--- src/rtl/param_alu_pkg.sv ---
// Shared definitions for the ALU/display block: opcodes, FSM state, hex glyphs.
package param_alu_pkg;

  localparam logic [2:0] OP_SUB = 3'd0;
  localparam logic [2:0] OP_ADD = 3'd1;
  localparam logic [2:0] OP_OR  = 3'd2;
  localparam logic [2:0] OP_AND = 3'd3;
  localparam logic [2:0] OP_SRA = 3'd4;
  localparam logic [2:0] OP_SLL = 3'd5;
  localparam logic [2:0] OP_LT  = 3'd6;
  localparam logic [2:0] OP_EQ  = 3'd7;

  typedef enum logic [1:0] {IDLE, SHIFT, DONE} state_t;

  // Active-low segments {a,b,c,d,e,f,g}; ascending index so GLYPH[n] is digit n.
  localparam logic [0:15][6:0] GLYPH = '{
    7'b0000001, 7'b1001111, 7'b0010010, 7'b0000110,
    7'b1001100, 7'b0100100, 7'b0100000, 7'b0001111,
    7'b0000000, 7'b0000100, 7'b0001000, 7'b1100000,
    7'b0110001, 7'b1000010, 7'b0110000, 7'b0111000
  };

endpackage

--- src/rtl/seg7_hex_decode.sv ---
// Combinational hex nibble to active-low 7-segment glyph.
module seg7_hex_decode
  import param_alu_pkg::*;
(
  input  logic [3:0] hex,
  output logic [6:0] seg
);

  assign seg = GLYPH[hex];

endmodule

--- src/rtl/param_alu_display.sv ---
// Handshaked ALU with bit-serial shifter; last result is held in a display
// register and scanned out over a multiplexed 7-segment display.
module param_alu_display
  import param_alu_pkg::*;
#(
  parameter int WIDTH     = 8,
  parameter int SCAN_BITS = 16
) (
  input  logic               clk,
  input  logic               rst_n,
  input  logic               in_valid,
  output logic               in_ready,
  input  logic [2:0]         sel,
  input  logic [WIDTH-1:0]   rs,
  input  logic [WIDTH-1:0]   rt,
  output logic               out_valid,
  input  logic               out_ready,
  output logic [WIDTH-1:0]   rd,
  output logic               carry,
  output logic               zero,
  output logic [6:0]         seg,
  output logic [WIDTH/4-1:0] an
);

  localparam int DIGITS = WIDTH / 4;
  localparam int SHW    = $clog2(WIDTH);
  localparam int IDXW   = (DIGITS > 1) ? $clog2(DIGITS) : 1;

  state_t                 state, state_nxt;
  logic [WIDTH-1:0]       work, work_sh, disp;
  logic [SHW-1:0]         cnt;
  logic                   is_sra;
  logic [SCAN_BITS-1:0]   scan;

  logic [WIDTH:0]         add_w, sub_w;
  logic [WIDTH-1:0]       alu_rd, res;
  logic                   alu_c, res_c;
  logic                   is_shift, accept, load_res, load_shift;
  logic [SHW-1:0]         n_sh;

  // ---- single-cycle ALU; bit WIDTH of sub_w is the unsigned borrow
  assign add_w    = {1'b0, rs} + {1'b0, rt};
  assign sub_w    = {1'b0, rs} - {1'b0, rt};
  assign n_sh     = rs[SHW-1:0];
  assign is_shift = (sel == OP_SRA) || (sel == OP_SLL);

  always_comb begin
    alu_rd = rt;
    alu_c  = 1'b0;
    case (sel)
      OP_SUB: begin alu_rd = sub_w[WIDTH-1:0]; alu_c = sub_w[WIDTH]; end
      OP_ADD: begin alu_rd = add_w[WIDTH-1:0]; alu_c = add_w[WIDTH]; end
      OP_OR:  alu_rd = rs | rt;
      OP_AND: alu_rd = rs & rt;
      OP_LT:  alu_rd = {{(WIDTH-1){1'b0}}, (rs < rt)};
      OP_EQ:  alu_rd = {{(WIDTH-1){1'b0}}, (rs == rt)};
      default: alu_rd = rt;  // zero-distance shift passes rt through
    endcase
  end

  assign work_sh = is_sra ? {work[WIDTH-1], work[WIDTH-1:1]} : {work[WIDTH-2:0], 1'b0};

  // ---- control FSM
  assign in_ready  = (state == IDLE);
  assign out_valid = (state == DONE);
  assign accept    = in_valid && in_ready;

  always_comb begin
    state_nxt  = state;
    load_res   = 1'b0;
    load_shift = 1'b0;
    res        = alu_rd;
    res_c      = alu_c;
    case (state)
      IDLE: if (accept) begin
        if (is_shift && (n_sh != '0)) begin
          load_shift = 1'b1;
          state_nxt  = SHIFT;
        end else begin
          load_res  = 1'b1;
          state_nxt = DONE;
        end
      end
      SHIFT: if (cnt == SHW'(1)) begin
        load_res  = 1'b1;
        res       = work_sh;
        res_c     = 1'b0;
        state_nxt = DONE;
      end
      DONE: if (out_ready) state_nxt = IDLE;
      default: state_nxt = IDLE;
    endcase
  end

  always_ff @(posedge clk or negedge rst_n) begin
    if (!rst_n) state <= IDLE;
    else        state <= state_nxt;
  end

  always_ff @(posedge clk or negedge rst_n) begin
    if (!rst_n) begin
      work   <= '0;
      cnt    <= '0;
      is_sra <= 1'b0;
      rd     <= '0;
      carry  <= 1'b0;
      disp   <= '0;
    end else begin
      if (load_shift) begin
        work   <= rt;
        cnt    <= n_sh;
        is_sra <= (sel == OP_SRA);
      end else if (state == SHIFT) begin
        work <= work_sh;
        cnt  <= cnt - SHW'(1);
      end
      if (load_res) begin
        rd    <= res;
        carry <= res_c;
        disp  <= res;
      end
    end
  end

  assign zero = (rd == '0);

  // ---- display scan
  always_ff @(posedge clk or negedge rst_n) begin
    if (!rst_n) scan <= '0;
    else        scan <= scan + SCAN_BITS'(1);
  end

  logic [IDXW-1:0] dig;
  logic [3:0]      nib;

  if (DIGITS == 1) begin : g_one_digit
    assign dig = '0;
  end else begin : g_multi_digit
    assign dig = IDXW'(int'(scan[SCAN_BITS-1 -: IDXW]) % DIGITS);
  end

  always_comb begin
    an  = '1;
    nib = '0;
    for (int i = 0; i < DIGITS; i++) begin
      if (int'(dig) == i) begin
        an[i] = 1'b0;
        nib   = disp[4*i +: 4];
      end
    end
  end

  seg7_hex_decode u_dec (
    .hex (nib),
    .seg (seg)
  );

endmodule

--- config.mk ---
export PLATFORM = sky130hd
export DESIGN_NAME = param_alu_display
export DESIGN_NICKNAME = d
export VERILOG_FILES = /design/src/rtl/param_alu_pkg.sv /design/src/rtl/seg7_hex_decode.sv /design/src/rtl/param_alu_display.sv
export SDC_FILE = /design/constraint.sdc
export NUM_CORES = 1
export LEC_CHECK = 0
export ABC_AREA = 1
export BUFFER_PORTS_ARGS = -buffer_cell sky130_fd_sc_hd__clkbuf_2
export CAP_MARGIN = 20
export CORE_MARGIN = 2
export CORE_UTILIZATION = 40
export DETAILED_ROUTE_END_ITERATION = 6
export GPL_TIMING_DRIVEN = 0
export PLACE_DENSITY_LB_ADDON = 0.12
export SLEW_MARGIN = 10
export SYNTH_ARGS = -nofsm -noshare
export SYNTH_HDL_FRONTEND = slang
export SYNTH_SLANG_ARGS = --single-unit
--- constraint.sdc ---
create_clock -name clk -period 5.55 [get_ports clk]
set_input_delay 0.8325 -clock clk [delete_from_list [all_inputs] [get_ports clk]]
set_output_delay 0.8325 -clock clk [all_outputs]
set_load 0.03 [all_outputs]
==> results by group, run 1 <==
Synth
  – Net Count, Synth: 540
  – Largest family of logic cells by synthesized area: simple AND/OR/NAND/NOR gates
  – Cells after Synth: 482
  – Post-synthesis register bit count: 39
  – Cell taking the most area after synthesis: dfrtp_1
  – EDFF count, synth: 0
  – Asr flop ratio synth: 100.0%
  – Post-Synth Adder-Cell Area: 12.92%
  – Syn avg cell area: 7.271 um^2
  – Simple-Gate Fraction of Synth Area: 29.56%
  – Synth cell types: 40
  – Cell area after synthesis: 3505 um^2
  – Count leader, synth: nand2_1
  – Synth area leaders: dfrtp_1, ha_1, nand2_1
  – Share of the synthesized area in the top cell type: 27.85%
  – Complex-gate fraction of the synthesized area: 15.07%
  – Warnings from Yosys: 0
  – Post-synth top flop: dfrtp_1
  – Post-synthesis xor/xnor area fraction: 3.249%
  – Mux contribution to synthesized area: 0%
  – Sequential share of the synthesized area: 27.85%
  – Post-synth top cells: nand2_1, inv_1, dfrtp_1

GRT
  – Vias in the first global route: 3187
  – Congestion Overflow GR: 0
  – Initial antenna violation count: 0
  – GRT Overall Usage: 19.47%
  – Largest net degree at the start of global routing: 40
  – First-pass GRT wire length: 15.33 mm

Floorplan
  – Die area: 9527 um^2
  – Row cnt: 34
  – Die width: 97.61 um
  – Die Ht: 97.61 um
  – IO Pins: 44
  – Starting Density: 40.78%
  – Core Area: 8593 um^2

Timing
  – Worst Max-Slew Pin Slew: 744.6 ps
  – Min cycle time layout: 3261 ps
  – Endpoints failing setup: 0
  – Max Slew Vio Count: 0
  – Slew headroom: 49.84%
  – RSZ-0062 raised after global routing: false
  – F_max: 0.3066 GHz
  – Final clock skew: 12.30 ps
  – Fin Setup TNS: 0 ps
  – Period utilization: 58.76%
  – Final Hold Viols: 0

Setup path
  – WP data arrival: 2430 ps
  – Worst setup SP type: register
  – Worst-path fanout max: 9
  – CP Class: register to output port
  – Critical path endpoint category: output port
  – Worst endpoint required time: 4720 ps

Clock network
  – Clock buffer depth: 2
  – H-tree depth: 2
  – Hold buffer count at cts: 0
  – Clk pin slew, worst setup/hold paths: 70 ps
  – CTS root buffer: clkbuf_8
  – Post-cts sizing count: 0
  – CTS Sinks: 39
  – Setup bufs post-CTS: 0
  – CTS tree: built
  – CTS Buf Count: 5
  – Clk_lat worst skew: 280 ps

Cells and area
  – Nets: 591
  – Reg area: 975.9 um^2
  – Multi-input logic area: 2131 um^2
  – # diodes: 0
  – Syn-to-layout area delta: 13.92%
  – Fin util: 46.46%
  – Final std cells w/o fill: 642
  – Share of cells above drive strength 1: 17.79%
  – Cell area after layout: 3993 um^2
  – Fill count: 913

Routing
  – DR vias/cell: 5.100
  – Router iterations before antenna repair: 5
  – Vias: 3274
  – WL final: 8.955 mm
  – 1st-iter DRT viols: 153
  – Antenna viol nets, final: 0
  – Wire per inst: 13.95 um
  – Remaining DRCs: 0

Power and ir drop
  – Peak VDD IR: 0.0002060 V
  – Leakage: 2.132 nW
  – Cell Pwr Density: 364.7 nW/um^2

Place
  – Dpl hpwl: 7.193 mm
  – Placed cell area: 3855 um^2
  – I/O Buffers: 43
  – GP Congestion: 0.8857
  – Cell count after placement: 633

Hold path
  – HP Class: input port to asynchronous set/reset pin

Job
  – Max-cap violations: 0

Status
  – Status: finished, final reports clean
[worst paths after layout]
check | start | to | slack [ps] | cells after the start
worst min register to register | scan[12]$_DFF_PN0_ | scan[12]$_DFF_PN0_ | 470 | 1
worst max-delay path | scan[15]$_DFF_PN0_ | seg[3] | 2290 | 9
worst max register to register | cnt[0]$_DFFE_PN0P_ | disp[5]$_DFFE_PN0P_ | 3910 | 9
max in group asynchronous | rst_n | scan[12]$_DFF_PN0_ | 4710 | 2
worst min-delay path | rst_n | work[6]$_DFFE_PN0P_ | 400 | 1
min in group clk | scan[12]$_DFF_PN0_ | scan[12]$_DFF_PN0_ | 470 | 1
[per-layer routing]
layer  track usage [%]  share of wire, %  vias up
li1                  -                 -     1665
met1             28.19                48     1516
met2             30.45                45       78
met3             2.734               4.5       15
met4             5.342               2.1        0
met5                 0                 0        -
[metrics by stage]
stage | total power, mW | hold WS, ps | setup slack [ps]
finish | 1.456 | 398.2 | 2289
global route | 1.578 | 394.0 | 2070
CTS | 1.465 | 476.2 | 2258
detailed placement | 1.216 | 463.5 | 2572
global placement | 1.210 | 459.5 | 2610
floorplan | 1.002 | 439.4 | 2745
[flip-flops by register name, indices dropped and copies added, names as in the netlist]
register / cells
carry: 1
state: 2
scan: 16
work: 8
cnt: 3
is_sra: 1
disp: 8
[cells in the final DEF, fill, tap and decap left out, types with 3 or more instances in the layout]
| cell type | netlist | routed |
|---|---|---|
| nand2_1 | 106 | 106 |
| inv_1 | 85 | 85 |
| clkbuf_2 | 0 | 43 |
| dfrtp_1 | 39 | 39 |
| nand3_1 | 37 | 37 |
| ha_1 | 33 | 33 |
| nor2_1 | 32 | 32 |
| a21oi_1 | 27 | 27 |
| o21ai_0 | 19 | 19 |
| nand4_1 | 12 | 12 |
| xor2_1 | 9 | 9 |
| o221ai_2 | 7 | 7 |
| buf_2 | 6 | 6 |
| o22ai_1 | 6 | 6 |
| o211ai_1 | 6 | 6 |
| clkbuf_8 | 0 | 6 |
| nor3_1 | 5 | 5 |
| nand3_2 | 4 | 4 |
| nor2_2 | 4 | 4 |
| xnor2_1 | 4 | 4 |
| inv_2 | 4 | 4 |
| o21ai_1 | 4 | 4 |
| nor2_4 | 3 | 3 |
| nor3_4 | 3 | 3 |
| nand2_2 | 3 | 3 |
[report_power, final]
group / total, mW / switching, mW / internal [mW] / leakage [nW]
combinational: 0.795 / 0.547 / 0.248 / 1.57
clock: 0.243 / 0.0971 / 0.145 / 0.0612
sequential: 0.418 / 0.0575 / 0.360 / 0.499
total: 1.46 / 0.702 / 0.754 / 2.13
[critical path, stage by stage (launching register included)]
cell and delay (ps):
dfrtp_1 370, buf_2 170, o21ai_0 620, inv_1 190, ha_1 280, nand2_1 100, o21ai_0 100, nand2_1 80
nand2_1 50, clkbuf_2 180
[kinds of logic (layout without fill, tap and decap cells)]
family	Yosys count	count (layout)
compound gates	79	79
xor+xnor	13	13
fa+ha+maj	35	35
buf+inv	100	152
flops	39	39
simple gates	216	216
[final cells by class]
cell class                 count  share of cell area (%)
timing repair buffer          44                   5.892
sequential                    39                   24.44
clock inverter                 2                  0.8775
multi-input combinational    343                   53.37
clock buffer                   6                   2.068
tap                          108                   3.385
inverter                      89                   8.367
buffer                        11                   1.598
Note: power is estimated with default switching activity, not from simulation.
==> run 2: changes to the inputs <==
- clock period: 5.55 -> 2.6 ns (I/O delays scaled with it)
==> run 2 against run 1 <==
Effect of this change:
- final cell count up 0.16%
- worst setup slack worse by 2100 ps
- critical path depth unchanged
- design area up 0.44%
- clock power up 110%
- wire length up 0.20%
- clock skew about the same
- global-route usage unchanged
- flip-flop and latch count unchanged
- via count up 0.64%
- largest power group unchanged
- highest routed layer unchanged
==> results by group, run 2 (synthesized netlist as in run 1, its figures left out) <==
Setup path
  – Worst endpoint required time: 2210 ps (-2510 ps)
  – Worst setup SP type: register
  – CP bufs+invs: 3 (unchanged)
  – Reg2Reg Depth: 9 (unchanged)
  – Worst path slowest cell: dfrtp_1
  – R2R setup slack: 950 ps (-2960 ps)
  – CP max stage delay: 370 ps (-250 ps)
  – WP data arrival: 2030 ps (-400 ps)
  – Worst-path fanout max: 9 (unchanged)
  – Critical path endpoint category: output port
  – CP dominant cell by count: nand2_1
  – CP top delay family: buffers and inverters
  – Crit path cell chain: buf_2, o21ai_2, inv_1, ha_1, nand2_1, o21ai_0, nand2_1, nand2_1, clkbuf_2
  – Crit path depth: 9 (unchanged)
  – CP Class: register to output port

Cells and area
  – # diodes: 0 (unchanged)
  – Fill count: 913 (unchanged)
  – Commonest cells after routing, fill and taps aside: nand2_1, inv_1, clkbuf_2
  – Max reg flops: 16 (unchanged)
  – Syn-to-layout area delta: 14.42%
  – Regs by FF count: scan x16, disp x8, work x8
  – Share of cells above drive strength 1: 18.13% (+0.34 points)
  – Nets: 592 (+0.17%)
  – Most common library cell in the layout ignoring fill and taps: nand2_1
  – Register with the most flip-flops: scan

Power and ir drop
  – Cell Pwr Density: 777.8 nW/um^2 (+110%)
  – Peak VDD IR: 0.0004404 V (+110%)
  – Leakage: 2.138 nW (+0.31%)

Clock network
  – H-tree depth: 2 (unchanged)
  – CTS tree: built
  – CTS Sinks: 39 (unchanged)
  – Clk_lat worst skew: 280 ps (about the same)
  – CTS Buf Count: 5 (unchanged)
  – Clk pin slew, worst setup/hold paths: 80 ps (about the same)
  – CTS root buffer: clkbuf_8
  – Setup bufs post-CTS: 0 (unchanged)
  – Clock buffer depth: 2 (unchanged)

Timing
  – F_max: 0.4129 GHz
  – Final Hold Viols: 0 (unchanged)
  – Worst Max-Slew Pin Slew: 677.3 ps (-67.28 ps)
  – Period utilization: 93.16%
  – Fin Setup TNS: 0 ps (unchanged)
  – Min cycle time layout: 2422 ps
  – Max Slew Vio Count: 0 (unchanged)
  – Endpoints failing setup: 0 (unchanged)
  – RSZ-0062 raised after global routing: false
  – Hold Slack: 262.5 ps (-135.7 ps)
  – Slew headroom: 54.68% (+4.8 points)
  – Final clock skew: 12.71 ps (+0.4095 ps)

Routing
  – 1st-iter DRT viols: 128 (-16%)
  – Wire per inst: 13.95 um (about the same)
  – Highest metal used: met4
  – Router iterations before antenna repair: 4 (-1)
  – WL final: 8.973 mm (+0.20%)
  – Vias: 3295 (+0.64%)
  – Antenna viol nets, final: 0 (unchanged)
  – DR vias/cell: 5.124 (+0.48%)
  – Met2 routed WL: 4.033 mm (about the same)
  – Remaining DRCs: 0 (unchanged)
  – WL met1: 4.343 mm (+0.46%)
  – DR WL met3: 403 um (+0.25%)

Place
  – Dpl hpwl: 7.193 mm (unchanged)
  – I/O Buffers: 43 (unchanged)
  – GP Congestion: 0.8857 (unchanged)

Status
  – Status: finished, final reports clean

GRT
  – Congestion Overflow GR: 0 (unchanged)
  – First-pass GRT wire length: 15.33 mm (unchanged)
  – Initial antenna violation count: 0 (unchanged)
  – Largest net degree at the start of global routing: 40 (unchanged)
  – GRT Overall Usage: 19.47% (unchanged)
  – Vias in the first global route: 3187 (unchanged)

Floorplan
  – Die Ht: 97.61 um (unchanged)
  – Row cnt: 34 (unchanged)
  – Die width: 97.61 um (unchanged)
  – Core Area: 8593 um^2 (unchanged)
  – IO Pins: 44 (unchanged)
  – Die area: 9527 um^2 (unchanged)
  – Starting Density: 40.78% (unchanged)

Job
  – Max-cap violations: 0 (unchanged)

Hold path
  – HP Class: input port to register
  – Hold path cells: 2
[run 2: cell types whose count changed in the layout (fill, tap and decap cells not counted)]
| cell | before | now |
|---|---|---|
| o21ai_0 | 19 | 17 |
| dlygate4sd3_1 | 0 | 1 |
| o21ai_2 | 2 | 4 |
[run 2: final cells by class]
class / instances / area [um^2] / area share (%)
flip-flops and latches: 39 / 975.9 / 24.34
clock inverters: 2 / 35.03 / 0.8736
multi-input cells: 343 / 2138 / 53.32
well taps: 108 / 135.1 / 3.370
clock buffers: 6 / 82.58 / 2.059
inverters: 89 / 334.1 / 8.331
repair buffers: 45 / 245.2 / 6.115
plain buffers: 11 / 63.81 / 1.591
[run 2: worst paths after layout]
check,startpoint,end
max,scan[15]$_DFF_PN0_,seg[3]
min,out_ready,state[1]$_DFFE_PN0P_
min in group asynchronous,rst_n,work[6]$_DFFE_PN0P_
max in group asynchronous,rst_n,scan[12]$_DFF_PN0_
min reg2reg,scan[12]$_DFF_PN0_,scan[12]$_DFF_PN0_
max reg2reg,cnt[0]$_DFFE_PN0P_,disp[5]$_DFFE_PN0P_
[run 2: metrics by stage]
stage          instance area, um^2  power, mW  utilization [%]  setup slack (ps)  instances
2_1_floorplan                 3505      2.139                -             237.3        482
3_3_place_gp                  3855      2.583            44.86             102.9        633
3_5_place_dp                  3855      2.596            44.86             64.82        633
4_1_cts                       3976      3.131            46.27             141.5        641
5_1_grt                       4010      3.377            46.67             12.40        643
6_report                      4010      3.119            46.67             177.8        643
[run 2: layer usage]
layer  vias up  global-route usage, %
met5         -                      0
met2        84                  30.45
met1      1526                  28.19
met4         0                  5.342
met3        15                  2.734
li1       1670                      -
[run 2: timing repair]
item | 4_1_cts | 5_1_grt
hold endpoints to repair | 0 | 6
setup endpoints to repair | 7 | 1
gates cloned | 0 | 0
gates resized for setup | 3 | 1
hold buffers | 0 | 1
[run 2: power by group]
group | switching [mW] | leakage, nW | internal (mW)
clock | 0.208 | 0.0612 | 0.311
sequential | 0.127 | 0.499 | 0.769
combinational | 1.17 | 1.58 | 0.535
total | 1.50 | 2.14 | 1.62
